==> src/rtl/mips_cpu_regfile_wb_arbiter.sv <==
// Writeback arbiter for the register file's single write port.
// Arbitrates ALU / MEM / LINK, registers the winner, tracks pending loads.
//
// Ports:
//   clk, reset                 clock, synchronous active-high reset
//   alu_valid/ready/reg/data   ALU writeback request
//   mem_valid/ready/reg/data   load writeback request
//   mem_orwrite/shiftdata/loadlr  LWL/LWR merge controls
//   link_valid/ready/data      JAL/JALR return address (dest 31)
//   pend_valid/pend_reg        load issued, mark destination pending
//   query_reg_1/2, hazard      decode RAW check against pending loads
//   write_enable/reg/data, orwrite, shiftdata, loadlorloadr
//                              registered register-file write port
module mips_cpu_regfile_wb_arbiter #(
    parameter int unsigned STARVE_LIMIT = 4
) (
    input  logic        clk,
    input  logic        reset,
    input  logic        alu_valid,
    output logic        alu_ready,
    input  logic [4:0]  alu_reg,
    input  logic [31:0] alu_data,
    input  logic        mem_valid,
    output logic        mem_ready,
    input  logic [4:0]  mem_reg,
    input  logic [31:0] mem_data,
    input  logic        mem_orwrite,
    input  logic [1:0]  mem_shiftdata,
    input  logic        mem_loadlr,
    input  logic        link_valid,
    output logic        link_ready,
    input  logic [31:0] link_data,
    input  logic        pend_valid,
    input  logic [4:0]  pend_reg,
    input  logic [4:0]  query_reg_1,
    input  logic [4:0]  query_reg_2,
    output logic        hazard,
    output logic        write_enable,
    output logic [4:0]  write_reg,
    output logic [31:0] write_data,
    output logic        orwrite,
    output logic [1:0]  shiftdata,
    output logic        loadlorloadr
);

    localparam logic [7:0] LIMIT = 8'(STARVE_LIMIT);

    logic [7:0]  starve_q, starve_d;
    logic [31:0] sb_q, sb_d;
    logic        we_q, we_d;
    logic        memwr_q, memwr_d;
    logic [4:0]  wreg_q, wreg_d;
    logic [31:0] wdata_q, wdata_d;
    logic        or_q, or_d;
    logic [1:0]  sh_q, sh_d;
    logic        lr_q, lr_d;
    logic        promote;

    // A starved ALU jumps ahead of everything for one grant.
    assign promote    = alu_valid && (starve_q == LIMIT);
    assign alu_ready  = alu_valid && (promote || (!mem_valid && !link_valid));
    assign mem_ready  = mem_valid && !promote;
    assign link_ready = link_valid && !mem_valid && !promote;

    always_comb begin
        we_d    = 1'b0;
        memwr_d = 1'b0;
        wreg_d  = 5'd0;
        wdata_d = 32'd0;
        or_d    = 1'b0;
        sh_d    = 2'd0;
        lr_d    = 1'b0;
        unique case (1'b1)
            mem_ready: begin
                we_d    = (mem_reg != 5'd0);
                memwr_d = (mem_reg != 5'd0);
                wreg_d  = mem_reg;
                wdata_d = mem_data;
                or_d    = mem_orwrite;
                sh_d    = mem_shiftdata;
                lr_d    = mem_loadlr;
            end
            link_ready: begin
                we_d    = 1'b1;
                wreg_d  = 5'd31;
                wdata_d = link_data;
            end
            alu_ready: begin
                we_d    = (alu_reg != 5'd0);
                wreg_d  = alu_reg;
                wdata_d = alu_data;
            end
            default: ;
        endcase
    end

    always_comb begin
        starve_d = starve_q;
        if (!alu_valid || alu_ready) begin
            starve_d = 8'd0;
        end else if (starve_q != LIMIT) begin
            starve_d = starve_q + 8'd1;
        end
    end

    // Clear first, then set: a younger load to the same register wins.
    always_comb begin
        sb_d = sb_q;
        if (we_q && memwr_q) begin
            sb_d[wreg_q] = 1'b0;
        end
        if (pend_valid) begin
            sb_d[pend_reg] = 1'b1;
        end
        sb_d[0] = 1'b0;
    end

    always_ff @(posedge clk) begin
        if (reset) begin
            starve_q <= 8'd0;
            sb_q     <= 32'd0;
            we_q     <= 1'b0;
            memwr_q  <= 1'b0;
            wreg_q   <= 5'd0;
            wdata_q  <= 32'd0;
            or_q     <= 1'b0;
            sh_q     <= 2'd0;
            lr_q     <= 1'b0;
        end else begin
            starve_q <= starve_d;
            sb_q     <= sb_d;
            we_q     <= we_d;
            memwr_q  <= memwr_d;
            wreg_q   <= wreg_d;
            wdata_q  <= wdata_d;
            or_q     <= or_d;
            sh_q     <= sh_d;
            lr_q     <= lr_d;
        end
    end

    assign hazard = (sb_q[query_reg_1] && (query_reg_1 != 5'd0)) ||
                    (sb_q[query_reg_2] && (query_reg_2 != 5'd0));

    assign write_enable = we_q;
    assign write_reg    = wreg_q;
    assign write_data   = wdata_q;
    assign orwrite      = or_q;
    assign shiftdata    = sh_q;
    assign loadlorloadr = lr_q;

endmodule

==> config.mk <==
export PLATFORM = sky130hd
export DESIGN_NAME = mips_cpu_regfile_wb_arbiter
export DESIGN_NICKNAME = d
export VERILOG_FILES = /design/src/rtl/mips_cpu_regfile_wb_arbiter.sv
export SDC_FILE = /design/constraint.sdc
export NUM_CORES = 1
export LEC_CHECK = 0
export BUFFER_PORTS_ARGS = -buffer_cell sky130_fd_sc_hd__clkbuf_2
export CORE_UTILIZATION = 47
export DETAILED_ROUTE_END_ITERATION = 16
export GPL_TIMING_DRIVEN = 0
export PLACE_DENSITY_LB_ADDON = 0.15
export REMOVE_ABC_BUFFERS = 1
export SYNTH_ARGS = -nofsm -noshare
export SYNTH_HDL_FRONTEND = slang
export SYNTH_SLANG_ARGS = --single-unit
==> constraint.sdc <==
create_clock -name clk -period 2.1 [get_ports clk]
set_clock_uncertainty 0.05 [all_clocks]
set_input_delay 0.21 -clock clk [delete_from_list [all_inputs] [get_ports clk]]
set_output_delay 0.21 -clock clk [all_outputs]
set_load 0.1 [all_outputs]
==> results of run 1 <==
-- layer usage --
metal  global-route usage  vias up  part of all wire
met5                    0        -                 0
met3              0.06882       12             0.093
li1                     -     1945                 -
met4              0.04297        0            0.0092
met2               0.4328      246              0.49
met1               0.3775     1996              0.41
-- worst max path at each step --
stage / from / to / cells after the start
after detailed placement: starve_q[0]$_SDFFE_PP0P_ / mem_ready / 5
after floorplan: starve_q[0]$_SDFFE_PP0P_ / write_data[0]$_SDFF_PP0_ / 6
after global routing: sb_q[22]$_SDFF_PP0_ / hazard / 5
after CTS: sb_q[22]$_SDFF_PP0_ / hazard / 5
after global placement: starve_q[0]$_SDFFE_PP0P_ / link_ready / 5
final: sb_q[23]$_SDFF_PP0_ / hazard / 5
-- area by class of cell --
| cell class | instances | area, µm² | area share |
|---|---|---|---|
| clock buffers | 9 | 123.9 | 0.02306 |
| flip-flops and latches | 82 | 1654 | 0.3079 |
| multi-input cells | 298 | 2074 | 0.3861 |
| clock inverters | 7 | 78.83 | 0.01467 |
| well taps | 102 | 127.6 | 0.02375 |
| repair buffers | 202 | 1270 | 0.2364 |
| inverters | 11 | 43.79 | 0.008151 |
-- worst max-delay path, cell delays in order (launching register included) --
cell,delay [ns]
dfxtp_1,0.34
mux4_2,0.50
mux2i_4,0.20
nor3b_2,0.07
a2111o_1,0.42
clkbuf_16,0.21
-- power groups by stage --
stage / registers, W / clock network [W] / logic, W
2_1_floorplan: 0.00207 / 0 / 0.000232
3_3_place_gp: 0.00169 / 0 / 0.000879
3_5_place_dp: 0.00169 / 0 / 0.000891
4_1_cts: 0.00165 / 0.00117 / 0.000936
5_1_grt: 0.00166 / 0.00125 / 0.00104
6_report: 0.00165 / 0.00116 / 0.000996
-- cells in the final DEF, fill, tap and decap left out, types with 10 or more instances in the layout --
| cell type | n |
|---|---|
| a21oi_1 | 40 |
| a222oi_1 | 32 |
| buf_4 | 11 |
| clkbuf_2 | 172 |
| dfxtp_1 | 76 |
| mux2i_1 | 10 |
| mux4_2 | 10 |
| nand2_1 | 41 |
| nor2_1 | 47 |
| o21ai_0 | 34 |
-- through the flow --
step	setup TNS, ns	power (W)	cells
2_1_floorplan	-66.71	0.002298	389
3_3_place_gp	-42.09	0.002567	667
3_5_place_dp	-23.97	0.002580	668
4_1_cts	-0.2707	0.003759	695
5_1_grt	-1.764	0.003952	711
6_report	-0.2969	0.003804	711
-- logic make-up (layout without fill, tap and decap cells) --
family                     Yosys count  count (layout)  share of synthesized area
AOI/OAI and AO/OA                  127             129                     0.2263
and+or+nand+nor                    139             139                     0.1780
DFF                                 82              82                     0.4309
buffers and inverters               41             229                    0.05419
adders and majority gates            2               2                   0.006567
xor gates and xnor gates             7               7                    0.01609
muxes                               21              21                    0.08802
-- repair_timing --
item | 4_1_cts | 5_1_grt
endpoints found under the hold margin | 1 | 2
gates cloned | 2 | 3
buffers inserted | 8 | 11
gates resized for setup | 30 | 22
hold buffers | 1 | 2
setup endpoints to repair | 55 | 36
pin swaps | 6 | 10
==> results.toml, run 1 <==
[setup_path]
rrSetupSlack_ns = -0.04
path_class = "reg2out"
worstPathArrival_ns = 2.09
worstPathMaxFanout = 3
cp-end-kind = "output pin"
r2r-end = "write_data[22]$_SDFF_PP0_"
start_kind = "flop"
reg2regPathDepth = 7
critical_path_required_ns = 1.84
rr_startpoint = "starve_q[6]$_SDFFE_PP0P_"

[logic_synthesis]
synth_warnings = 0
synth_edf_count = 0
yosysTopAreaCell = "dfxtp_1"
syn_area_mm2 = 0.003810
syn_area_per_cell_um2 = 9.093
yosys-top-cells-area = "dfxtp_1 (43%), a222oi_1 (8.4%), mux4_2 (5.9%)"
yosys-top-cells-count = "dfxtp_1 (82), nor2_1 (47), a21oi_1 (42)"
synthFlopType = "dfxtp_1"
synth-seq-area-share = 0.4309
synth.most_common_cell = "dfxtp_1"
synth_top_area_share = 0.4309
netlist_instances = 419
ys_ff_latch = 82
synth_cell_types = 42
ys_async_sr_fraction = 0

[cts]
root_buffer = "clkbuf_8"
htree_levels = 3
cts_sinks = 82
max-clock-path-buffers = 2
numCtsBuffers = 9
clkTransAtPathRegs_ns = 0.09
cts_tree = "yes"
clock_latency_ns = 0.35

[timing]
holdWs_ns = 0.02172
worstMarginPinSlew_ns = 0.9342
post-route-period-util = 1.117
slew_viol_final = 0
fmax_mhz = 426.2
setup_ws_ns = -0.2462
rsz0062_at_grt = "yes"
period_minus_slack_ns = 2.346
finalHoldViolations = 0
setup_violations = 4
maxSlewHeadroom = 0.3759

[drt]
drcViolationCount = 0
antenna_left = 0
drtIter0Drc = 508
num_vias = 4199
wire_per_inst_um = 17.62
vias_per_cell = 5.906
finalWirelength_um = 12530
first_pass_iters = 6

[final_layout]
fillers = 634
n_antenna_cell = 0
fin_area_mm2 = 0.005373
drive_above_1_share = 0.4089
area_growth_pct = 41.02
largest_reg_flops = 32
nNetsFinal = 737
utilization = 0.6917

[power]
p_sw_frac = 0.3514
ir_worst_vdd_v = 0.0005600
clkPwrFrac = 0.304
power_frac_comb = 0.262
p_int_w = 0.002468
power_density_mw_per_mm2 = 708.1
p_leak_nw = 2.361
power_frac_seq = 0.434
p_switching_w = 0.001337

[run_status]
status = "complete, but fails checks"
failed_checks = "setup timing"

[die]
die_h_um = 92.04
die_w_um = 92.04
rows = 32
fp.coreArea_mm2 = 0.007767
initial_core_util = 0.4905
die_area_mm2 = 0.008470
io_pins = 177

[worst_hold_path]
hold_start = "mem_orwrite"
holdPathStages = 2
hold_path_class = "in2reg"
min_to = "orwrite$_SDFF_PP0_"

[global_route]
grt_pass1_vias = 3575
grt_pass1_wl_um = 18000
grt_util_all_layers = 0.2713
antenna_found_initial = 0
grt_max_degree = 39
globalRouteOverflowTotal = 0

[placed_design]
place_ws_ns = -0.8132
hpwl_um = 8325
placedInstanceArea_mm2 = 0.004672
gp_congestion = 0.8275
port_buffers = 176

[flow_run]
maxCapViolCount = 0
No activity file was read; power rests on OpenSTA's default activity.
==> inputs of run 2 (changes only) <==
CORE_MARGIN = 3   (was unset)
CORE_UTILIZATION = 40   (was 47)
==> run 2 against run 1 <==
Compared with the run above:
- the run still ends with setup timing left
- power is 0.98% higher
- design area is 1.2% higher
- maximum frequency is 0.83% higher
- sequential share of layout area is 0.38 points lower
- flip-flop and latch count stayed put
- core utilization is 8.6 points lower
- global-route usage is 3.8 points lower
- largest power group unchanged
- non-clock buffer count stayed put
- worst setup slack better by 0.019 ns
- highest routed layer unchanged
- sequential power hardly changed
==> results.toml, run 2 (synthesis gave the netlist of run 1 again) <==
[global_route]
antenna_found_initial = 0
grt_util_all_layers = 0.2332
grt_pass1_vias = 3954
globalRouteOverflowTotal = 0
grt_pass1_wl_um = 20270
grt_max_degree = 39

[final_layout]
n_antenna_cell = 0
utilization = 0.6055
layout_commonest_cell = "clkbuf_2"
fillers = 792
area_growth_pct = 42.66
drive_above_1_share = 0.4190
largest_reg_flops = 32
fin_area_mm2 = 0.005435
nNetsFinal = 742
mostFrequentLayoutCells = "clkbuf_2 (172), dfxtp_1 (75), nor2_1 (47)"

[timing]
setup_ws_ns = -0.2268
fmax_mhz = 429.8
setup_violations = 8
worstMarginPinSlew_ns = 1.119
post-route-period-util = 1.108
slew_viol_final = 0
maxSlewHeadroom = 0.2523
finalHoldViolations = 0
period_minus_slack_ns = 2.327
rsz0062_at_grt = "yes"

[cts]
cts_sinks = 82
numCtsBuffers = 9
clock_latency_ns = 0.34
htree_levels = 3
max-clock-path-buffers = 2
cts_tree = "yes"
root_buffer = "clkbuf_8"
clkTransAtPathRegs_ns = 0.07

[drt]
vias_per_cell = 5.697
first_pass_iters = 5
num_vias = 4199
antenna_left = 0
wire_per_inst_um = 18.70
drtIter0Drc = 291
drcViolationCount = 0
finalWirelength_um = 13790

[setup_path]
worst-path-buf-inv = 1
cp_slowest_cell = "mux4_2"
cp_top_family = "multiplexers"
cp-end-kind = "output pin"
worstPathArrival_ns = 2.07
critical_path_required_ns = 1.84
path_class = "reg2out"
worstPathMaxFanout = 3
cpPeakStageDelay_ns = 0.48
start_kind = "flop"
path_cells = "mux4_2 > mux2i_2 > nor3b_2 > a2111o_1 > clkbuf_16"

[die]
die_w_um = 103.6
initial_core_util = 0.4244
rows = 34
die_h_um = 103.6
fp.coreArea_mm2 = 0.008976
io_pins = 177
die_area_mm2 = 0.01073

[run_status]
failed_checks = "setup timing"
status = "complete, but fails checks"

[placed_design]
hpwl_um = 9164
placedInstanceArea_mm2 = 0.004702
port_buffers = 176
gp_congestion = 0.8371

[worst_hold_path]
hold_path_class = "in2reg"

[power]
power_density_mw_per_mm2 = 706.8
p_leak_nw = 2.387
ir_worst_vdd_v = 0.0003686

[flow_run]
maxCapViolCount = 0
-- run 2: cell type report --
type / count / area [µm²] / share of cell area
multi-input combinational: 303 / 2143 / 0.3943
clock inverter: 4 / 70.07 / 0.01289
sequential: 82 / 1653 / 0.3041
clock buffer: 9 / 123.9 / 0.02279
inverter: 11 / 43.79 / 0.008057
tap: 126 / 157.7 / 0.02901
timing repair buffer: 202 / 1244 / 0.2288
-- run 2: worst register-to-register path, cell delays in order, from the launching register on --
cell and delay (ns):
dfxtp_2 0.34, nor4_4 0.32, and4b_2 0.39, buf_6 0.13, a21boi_4 0.09, buf_8 0.19
buf_6 0.12, a222oi_1 0.31, nor2_1 0.07
-- run 2: path summary, 6_finish.rpt --
kind | from | endpoint | slack [ns] | depth (start not counted)
worst max register to register | starve_q[7]$_SDFFE_PP0P_ | write_data[5]$_SDFF_PP0_ | -0.04 | 8
worst min register to register | sb_q[27]$_SDFF_PP0_ | sb_q[27]$_SDFF_PP0_ | 0.44 | 2
worst min-delay path | mem_shiftdata[1] | shiftdata[1]$_SDFF_PP0_ | 0.02 | 2
worst max-delay path | sb_q[20]$_SDFF_PP0_ | hazard | -0.23 | 5
-- run 2: repair_timing --
| action | CTS | global route |
|---|---|---|
| setup buffers | 11 | 13 |
| hold buffers | 0 | 0 |
| gates resized for setup | 34 | 20 |
| cloned | 4 | 5 |
| pin swaps | 8 | 12 |
| setup endpoints to repair | 55 | 38 |
-- run 2: metal layers --
metal	GRT usage	up-vias	wire [µm]
met5	0	-	0
met4	0.08357	0	280
met3	0.04851	20	1041
met2	0.4093	205	6947
met1	0.2825	2001	5516
li1	-	1973	-
-- run 2: per-stage QoR --
step                      std cells  worst slack [ns]  hold WS, ns  TNS [ns]  power (W)
after floorplan                 389            -1.867       0.2291    -66.71   0.002298
after global placement          691            -1.425       0.3611    -38.39   0.002579
after detailed placement        692           -0.8056       0.3683    -22.82   0.002589
after CTS                       720           -0.2142     0.002662   -0.2736   0.003813
after global routing            737           -0.2842     0.006289    -2.205   0.003970
final                           737           -0.2268      0.01616   -0.4874   0.003842
-- run 2: power breakdown --
group	switching, W	internal, W	leakage, nW
combinational	0.000715	0.000293	1.61
clock	0.000533	0.000646	0.101
sequential	0.0000378	0.00162	0.674
total	0.00129	0.00256	2.39
==> inputs of run 3 (changes only) <==
clock period = 2.5 ns   (was 2.1 ns; I/O delays follow)
==> run 3 against run 2 <==
Compared with the run above:
- register-to-register slack gained 0.34 ns
- non-clock buffer count down 21
- the flow now finishes without violations
- sequential power is 16% lower
- core utilization fell by 4.9 points
- flip-flop and latch count unchanged
- power is 18% lower
- worst hold slack better by 0.034 ns
- clock power is 17% lower
- count of clock-buffer cells in the layout unchanged
- cell count fell by 3.5%
==> results.toml, run 3 (synthesis gave the netlist of run 1 again) <==
[final_layout]
regArea_mm2 = 0.001642
nNetsFinal = 716
largest_reg_flops = 32
fillers = 851
multi_input_area_mm2 = 0.002013
mostFrequentLayoutCells = "clkbuf_2 (172), dfxtp_1 (82), nor2_1 (47)"
layout_commonest_cell = "clkbuf_2"
n_antenna_cell = 0
area_growth_pct = 31.17
fin_area_mm2 = 0.004997
drive_above_1_share = 0.3675

[timing]
finalHoldViolations = 0
setup_violations = 0
holdWs_ns = 0.05016
slew_viol_final = 0
rsz0062_at_grt = "yes"
worstMarginPinSlew_ns = 1.160
period_minus_slack_ns = 2.476
setup_ws_ns = 0.02421
post-route-period-util = 0.9903
fmax_mhz = 403.9
maxSlewHeadroom = 0.2253

[power]
ir_worst_vdd_v = 0.0003074
power_density_mw_per_mm2 = 629.3
p_leak_nw = 2.183

[drt]
wire_per_inst_um = 17.27
first_pass_iters = 6
vias_per_cell = 5.601
antenna_left = 0
drtIter0Drc = 284
num_vias = 3982
drcViolationCount = 0
finalWirelength_um = 12280

[cts]
clkTransAtPathRegs_ns = 0.08
numCtsBuffers = 9
root_buffer = "clkbuf_8"
cts_sinks = 82
clock_latency_ns = 0.34
cts_tree = "yes"
htree_levels = 3
hold_buffers = 0
max-clock-path-buffers = 2

[placed_design]
placedInstanceArea_mm2 = 0.004702
hpwl_um = 9164
place_ws_ns = -0.4456
gp_congestion = 0.8371
port_buffers = 176

[setup_path]
start_kind = "flop"
worstPathArrival_ns = 2.18
cpPeakStageDelay_ns = 0.48
r2r-end = "write_data[30]$_SDFF_PP0_"
cp.depth = 4
worstSetupEndpoint = "alu_ready"
path_cells = "nor4_1 > and4b_2 > o21a_4 > clkbuf_8"
worstPathMaxFanout = 17
critical_path_required_ns = 2.20
reg2regPathDepth = 6
cp_slowest_cell = "and4b_2"
rrSetupSlack_ns = 0.30
worst-path-buf-inv = 1
cp-startpoint = "starve_q[7]$_SDFFE_PP0P_"
cp-end-kind = "output pin"
path_class = "reg2out"
cp_top_family = "simple AND/OR/NAND/NOR gates"
rr_startpoint = "starve_q[7]$_SDFFE_PP0P_"

[global_route]
grt_pass1_wl_um = 19050
globalRouteOverflowTotal = 0
grt_max_degree = 39
grt_pass1_vias = 3818
grt_util_all_layers = 0.2178
antenna_found_initial = 0

[die]
io_pins = 177
rows = 34
die_w_um = 103.6
fp.coreArea_mm2 = 0.008976
die_area_mm2 = 0.01073
die_h_um = 103.6
initial_core_util = 0.4244

[flow_run]
maxCapViolCount = 0

[run_status]
status = "finished, final reports clean"

[worst_hold_path]
hold_path_class = "in2reg"
hold_start = "mem_shiftdata[1]"
run 3: worst min-delay path by stage:
| stage | to | slack [ns] | depth (start not counted) |
|---|---|---|---|
| 6_report | shiftdata[1]$_SDFF_PP0_ | 0.05 | 2 |
| 3_5_place_dp | orwrite$_SDFF_PP0_ | 0.41 | 2 |
| 5_1_grt | orwrite$_SDFF_PP0_ | 0.04 | 2 |
| 3_3_place_gp | shiftdata[1]$_SDFF_PP0_ | 0.40 | 2 |
| 2_1_floorplan | sb_q[10]$_SDFF_PP0_ | 0.27 | 1 |
| 4_1_cts | orwrite$_SDFF_PP0_ | 0.04 | 2 |
run 3: layout make-up:
class / count / share of cell area
Timing Repair Buffer: 181 / 0.1900
Clock inverter: 4 / 0.01402
Clock buffer: 9 / 0.02479
Multi-Input combinational cell: 298 / 0.4029
Sequential cell: 82 / 0.3285
Tap cell: 126 / 0.03155
Inverter: 11 / 0.008262
run 3: stage by stage:
step / std cells / power (W) / setup TNS (ns) / utilization
CTS: 707 / 0.003158 / -0.07050 / 0.5527
global route: 711 / 0.003263 / -0.1078 / 0.5567
detailed placement: 692 / 0.002175 / -4.546 / 0.5238
floorplan: 389 / 0.001931 / -50.43 / -
global placement: 691 / 0.002166 / -21.02 / 0.5217
finish: 711 / 0.003145 / 0 / 0.5567
run 3: metal layers:
layer | share of wire | vias up | wire [µm] | track usage
met3 | 0.074 | 11 | 907 | 0.05037
met1 | 0.41 | 1877 | 5072 | 0.2628
li1 | - | 1905 | - | -
met4 | 0.014 | 0 | 174 | 0.07217
met2 | 0.50 | 189 | 6123 | 0.3827
met5 | 0 | - | 0 | 0
run 3: what timing repair did:
item	in CTS	in global routing
setup endpoints to repair	42	14
pin swaps	2	2
buffers inserted	1	3
cloned	1	1
gates resized for setup	11	3
run 3: power by group:
part | switching (W) | internal [W] | leakage [nW]
logic | 0.000574 | 0.000202 | 1.41
clock network | 0.000436 | 0.000542 | 0.101
registers | 0.0000316 | 0.00136 | 0.671
total | 0.00104 | 0.00210 | 2.18
